`src/rtl/countdown_param_if.sv`:
```
// Push-button countdown bus: raw button and control strobes in, count and flags out.
interface countdown_param_if #(
  parameter int unsigned WIDTH = 7
);
  logic             button;
  logic             enable;
  logic             load;
  logic [WIDTH-1:0] load_value;
  logic [WIDTH-1:0] value;
  logic             zero;
  logic             wrapped;

  modport master (
    output button, enable, load, load_value,
    input  value, zero, wrapped
  );

  modport slave (
    input  button, enable, load, load_value,
    output value, zero, wrapped
  );
endinterface

```
`src/rtl/countdown_param.sv`:
```
// Parametrised button-driven down-counter with synchroniser, load, enable and saturate/wrap at zero.
// Define COUNTDOWN_DEBOUNCE_EN to compile in the debounce FSM; otherwise each sync1 rising edge steps.
module countdown_param #(
  parameter int unsigned WIDTH           = 7,
  parameter int unsigned START           = 63,
  parameter int unsigned MODE            = 0,
  parameter int unsigned DEBOUNCE_CYCLES = 4
) (
  input logic              clk,
  input logic              reset,
  countdown_param_if.slave bus
);

  localparam int unsigned      CNT_W   = (DEBOUNCE_CYCLES > 2) ? $clog2(DEBOUNCE_CYCLES) : 1;
  localparam logic [WIDTH-1:0] START_V = WIDTH'(START);

  if (DEBOUNCE_CYCLES < 2) begin : g_bad_debounce
    $error("countdown_param: DEBOUNCE_CYCLES must be at least 2");
  end
  if (WIDTH < 32 && START >= (32'd1 << WIDTH)) begin : g_bad_start
    $error("countdown_param: START does not fit in WIDTH bits");
  end

  logic             sync0;
  logic             sync1;
  logic             step;
  logic [WIDTH-1:0] value_q;
  logic             wrapped_q;

  // Two-flop synchroniser for the asynchronous button
  always_ff @(posedge clk or posedge reset) begin
    if (reset) begin
      sync0 <= 1'b0;
      sync1 <= 1'b0;
    end else begin
      sync0 <= bus.button;
      sync1 <= sync0;
    end
  end

`ifdef COUNTDOWN_DEBOUNCE_EN
  typedef enum logic [1:0] {
    IDLE      = 2'd0,
    PRESS_CHK = 2'd1,
    HELD      = 2'd2,
    REL_CHK   = 2'd3
  } state_t;

  localparam logic [CNT_W-1:0] CNT_LAST = CNT_W'(DEBOUNCE_CYCLES - 1);

  state_t           state;
  state_t           state_nxt;
  logic [CNT_W-1:0] cnt;
  logic [CNT_W-1:0] cnt_nxt;

  always_ff @(posedge clk or posedge reset) begin
    if (reset) begin
      state <= IDLE;
      cnt   <= '0;
    end else begin
      state <= state_nxt;
      cnt   <= cnt_nxt;
    end
  end

  // A press is accepted only after DEBOUNCE_CYCLES consecutive high samples; release likewise
  always_comb begin
    state_nxt = state;
    cnt_nxt   = cnt;
    step      = 1'b0;
    case (state)
      IDLE: begin
        if (sync1) begin
          state_nxt = PRESS_CHK;
          cnt_nxt   = CNT_W'(1);
        end
      end
      PRESS_CHK: begin
        if (!sync1) begin
          state_nxt = IDLE;
          cnt_nxt   = '0;
        end else if (cnt == CNT_LAST) begin
          state_nxt = HELD;
          cnt_nxt   = '0;
          step      = 1'b1;
        end else begin
          cnt_nxt = cnt + CNT_W'(1);
        end
      end
      HELD: begin
        if (!sync1) begin
          state_nxt = REL_CHK;
          cnt_nxt   = CNT_W'(1);
        end
      end
      REL_CHK: begin
        if (sync1) begin
          state_nxt = HELD;
          cnt_nxt   = '0;
        end else if (cnt == CNT_LAST) begin
          state_nxt = IDLE;
          cnt_nxt   = '0;
        end else begin
          cnt_nxt = cnt + CNT_W'(1);
        end
      end
      default: begin
        state_nxt = IDLE;
        cnt_nxt   = '0;
      end
    endcase
  end
`else
  logic sync1_q;

  // Without debounce, every rising edge of sync1 is one step
  always_ff @(posedge clk or posedge reset) begin
    if (reset) begin
      sync1_q <= 1'b0;
    end else begin
      sync1_q <= sync1;
    end
  end

  assign step = sync1 & ~sync1_q;
`endif

  // Load wins over step; zero either holds or reloads START depending on MODE
  always_ff @(posedge clk or posedge reset) begin
    if (reset) begin
      value_q   <= START_V;
      wrapped_q <= 1'b0;
    end else begin
      wrapped_q <= 1'b0;
      if (bus.load) begin
        value_q <= bus.load_value;
      end else if (step && bus.enable) begin
        if (value_q != '0) begin
          value_q <= value_q - WIDTH'(1);
        end else if (MODE == 1) begin
          value_q   <= START_V;
          wrapped_q <= 1'b1;
        end
      end
    end
  end

  assign bus.value   = value_q;
  assign bus.wrapped = wrapped_q;
  assign bus.zero    = (value_q == '0);

endmodule

```
`src/flat_wrapper.sv`:
```
// flat-port wrapper written by rule: the top's interface ports become plain ports
module countdown_param_flat 
#(
  parameter int unsigned WIDTH           = 7,
  parameter int unsigned START           = 63,
  parameter int unsigned MODE            = 0,
  parameter int unsigned DEBOUNCE_CYCLES = 4
)
  (clk, reset, bus_button, bus_enable, bus_load, bus_load_value, bus_value, bus_zero, bus_wrapped);
  countdown_param_if #(.WIDTH(WIDTH)) bus_i ();
  input logic clk;
  input logic reset;
  input wire logic [$bits(bus_i.button)-1:0] bus_button;
  input wire logic [$bits(bus_i.enable)-1:0] bus_enable;
  input wire logic [$bits(bus_i.load)-1:0] bus_load;
  input wire logic [$bits(bus_i.load_value)-1:0] bus_load_value;
  output wire logic [$bits(bus_i.value)-1:0] bus_value;
  output wire logic [$bits(bus_i.zero)-1:0] bus_zero;
  output wire logic [$bits(bus_i.wrapped)-1:0] bus_wrapped;
  assign bus_i.button = bus_button;
  assign bus_i.enable = bus_enable;
  assign bus_i.load = bus_load;
  assign bus_i.load_value = bus_load_value;
  assign bus_value = bus_i.value;
  assign bus_zero = bus_i.zero;
  assign bus_wrapped = bus_i.wrapped;
  countdown_param #(.WIDTH(WIDTH), .START(START), .MODE(MODE), .DEBOUNCE_CYCLES(DEBOUNCE_CYCLES)) u_core (.clk(clk), .reset(reset), .bus(bus_i));
endmodule
```
`config.mk`:
```
export PLATFORM = sky130hd
export DESIGN_NAME = countdown_param_flat
export DESIGN_NICKNAME = d
export VERILOG_FILES = /design/src/rtl/countdown_param_if.sv /design/src/rtl/countdown_param.sv /design/src/flat_wrapper.sv
export SDC_FILE = /design/constraint.sdc
export NUM_CORES = 1
export LEC_CHECK = 0
export BUFFER_PORTS_ARGS = -buffer_cell sky130_fd_sc_hd__buf_2
export CAP_MARGIN = 25
export CORE_MARGIN = 5
export CORE_UTILIZATION = 35
export CTS_BUF_LIST = sky130_fd_sc_hd__clkbuf_16
export DETAILED_ROUTE_END_ITERATION = 8
export SLEW_MARGIN = 40
export SYNTH_ARGS = -nofsm -noshare
export SYNTH_HDL_FRONTEND = slang
export SYNTH_SLANG_ARGS = --single-unit
```
`constraint.sdc`:
```
create_clock -name clk -period 5.1 [get_ports clk]
set_input_delay 1.53 -clock clk [delete_from_list [all_inputs] [get_ports clk]]
set_output_delay 1.53 -clock clk [all_outputs]
set_load 0.01 [all_outputs]
```
==> flow_metrics.tcl <==
set metrics [dict create \
    status "complete, no violations" \
    cp_top_family "flip-flops" \
    io_pins 21 \
    tritoncts "done" \
    setup_viol 0 \
    synth_top_area_cell "dfstp_2" \
    grtUsageTotal_pct 9.60 \
    postCtsHoldBufs 0 \
    totalWireLength_um 1140 \
    fin_ws_ns 2.04 \
    initialDrtViolationCount 6 \
    cp_slowest_cell "dfstp_2" \
    grt_pass1_vias 421 \
    ys_ff_latch 10 \
    dp_hpwl_um 930 \
    routedWlPerCell_um 12.1 \
    insertion_delay_ns 0.23 \
    layout_common_cells "buf_2, nand2_1, o21ai_1, dfstp_2" \
    synth.area.top_cells "dfstp_2, dfrtp_1, nor4_2, o21ai_1, xnor2_1" \
    crit_chain "inv_1, ha_1, nor2b_1, and2_1, buf_2" \
    n_antenna_cell 0 \
    postRouteAntennaNets 0 \
    p_leak_uw 0.000337 \
    avgViaCountPerCell 4.69 \
    clk_pin_slew_worst_paths_ns 0.04 \
    hold_path_class "flop to flop" \
    antenna_found_initial 0 \
    dieArea_um2 2530 \
    grt_setup_unrepaired "false" \
    min_period_ns 3.06 \
    pre_cts_ws_ns 2.28 \
    max_freq_mhz 327 \
    clk_path_buf_depth 2 \
    seqPwrFrac_pct 36.5 \
    avgSynthCellArea_um2 9.99 \
    netlist_instances 57 \
    holdWs_ns 0.355 \
    cts-root-buf "clkbuf_16" \
    htreeDepth 1 \
    synth.distinct_cells 25 \
    regArea_um2 258 \
    cap_violations 0 \
    post_cts_buffers 0 \
    cts_sinks 10 \
    end_kind "output port" \
    die_width_um 50.3 \
    period_share_pct 60.0 \
    r2r_end "u_core.bus.value[3]" \
    skew_ns 0.00261 \
    pwr-share-clk_pct 48.7 \
    rows 14 \
    finalHoldViolCount 0 \
    final_max_slew_viol_count 0 \
    rr_startpoint "u_core.bus.value[0]" \
    crit_path_end "bus_zero" \
    port_buffers 19 \
    reg2regPathDepth 6 \
    required_ns 3.57 \
    dp_cells 90 \
    crit_path_max_incr_delay_ns 0.56 \
    dr_total_vias 441 \
    grt_pass1_wl_um 1820 \
    syn_to_final_growth_pct 32.1 \
    yosys_warnings 0 \
    start_util_pct 37.4 \
    power_frac_comb_pct 14.9 \
    p_int_uw 213 \
    cp.arrival_ns 1.53 \
    drive_gt1_share_pct 42.3 \
    startpoint_type "flop" \
    fin_cells 94 \
    netlist_area_um2 569 \
    fin_tns_setup_ns 0 \
    grt_max_degree 14 \
    syn-num-nets 71 \
    gr-total-overflow 0 \
    critPathBufInv 2 \
    path_max_fanout 6 \
    reg2reg_slack_ns 3.31 \
    die_h_um 50.3 \
    crit_type "flop to output port" \
    cts_resized 0 \
    fin_nets 93 \
    cp.depth 5 \
    gp_congestion 0.755 \
    p_sw_uw 63.5 \
    cp-startpoint "u_core.bus.value[0]" \
    ir_drop_mv 0.270 \
    yosysSeqAreaShare_pct 45.3 \
    p_per_area_nw_per_um2 367 \
    numCtsBuffers 3 \
    final_common_cell "buf_2" \
    power_uw 276 \
    core_um2 1520 \
    sw_frac_of_total_pct 23.0 \
    multiInputGateArea_um2 285 \
    synth_top_area_share_pct 27.7 \
    drcViolationCount 0 \
    fillers 141 \
    drt_first_pass_iters 2 \
]
## cells in the mapped netlist
| cell | count |
|---|---|
| dfstp_2 | 6 |
| nand2_1 | 6 |
| o21ai_1 | 6 |
| dfrtp_1 | 4 |
| inv_1 | 4 |
| nor2_1 | 4 |
| nor4_2 | 3 |
| xnor2_1 | 3 |
| a211oi_1 | 2 |
| a21oi_1 | 2 |
| ha_1 | 2 |
| mux2i_1 | 2 |
| a21o_1 | 1 |
| and2_1 | 1 |
| buf_4 | 1 |
| clkbuf_1 | 1 |
| conb_1 | 1 |
| mux2_2 | 1 |
| nand3b_1 | 1 |
| nand4b_1 | 1 |
| nor2b_1 | 1 |
| or2_1 | 1 |
| or3_1 | 1 |
| or3_4 | 1 |
| xor2_1 | 1 |
## worst min path at each step
stage / start / end / slack, ns / cells after the start
floorplan: u_core.sync0 / u_core.sync1 / 0.33 / 0
global placement: u_core.sync0 / u_core.sync1 / 0.33 / 0
detailed placement: u_core.sync0 / u_core.sync1 / 0.35 / 0
CTS: u_core.sync0 / u_core.sync1 / 0.36 / 0
global route: u_core.sync0 / u_core.sync1 / 0.36 / 0
finish: u_core.sync0 / u_core.sync1 / 0.35 / 0
## power groups by stage
stage          Combinational (µW)  Clock, µW  Sequential (µW)
5_1_grt                      46.5        145              102
2_1_floorplan                24.5          0              103
3_5_place_dp                 41.7          0              102
6_report                     41.0        134              101
3_3_place_gp                 41.7          0              101
4_1_cts                      41.9        140              101
## per-layer routing
metal	part of all wire, %	GRT usage, %	vias up	wire length, µm
met2	51	15.3	8	581
met1	44	11.5	193	505
li1	-	-	238	-
met4	1.1	7.66	0	12
met5	0	0	-	0
met3	3.8	1.18	2	43
## state kept, by name, indices dropped and copies added (netlist names)
| signal | flops |
|---|---|
| u_core.sync1 | 1 |
| u_core.sync0 | 1 |
| u_core.sync1_q | 1 |
| u_core.bus.value | 7 |
## stage by stage
stage | cell area [µm²] | utilization [%]
after detailed placement | 673 | 44.2
after floorplan | 569 | -
final | 752 | 49.3
after CTS | 752 | 49.3
after global routing | 752 | 49.3
after global placement | 673 | 44.2
## layout make-up
cell class                 instances  area share, %
timing repair buffer              19           12.6
sequential                        10           34.3
inverter                           4           2.00
tap                               16           2.66
multi-input combinational         41           37.9
clock buffer                       3           9.98
clock inverter                     1          0.499
## logic make-up after synthesis
family                     share of synthesized area [%]
adders and majority gates                           4.39
buffers and inverters                               4.61
AOI/OAI and AO/OA                                   11.0
muxes                                               5.49
DFF                                                 45.3
xor gates and xnor gates                            6.15
other                                              0.659
and+or+nand+nor                                     22.4
No activity file was read; power rests on OpenSTA's default activity.
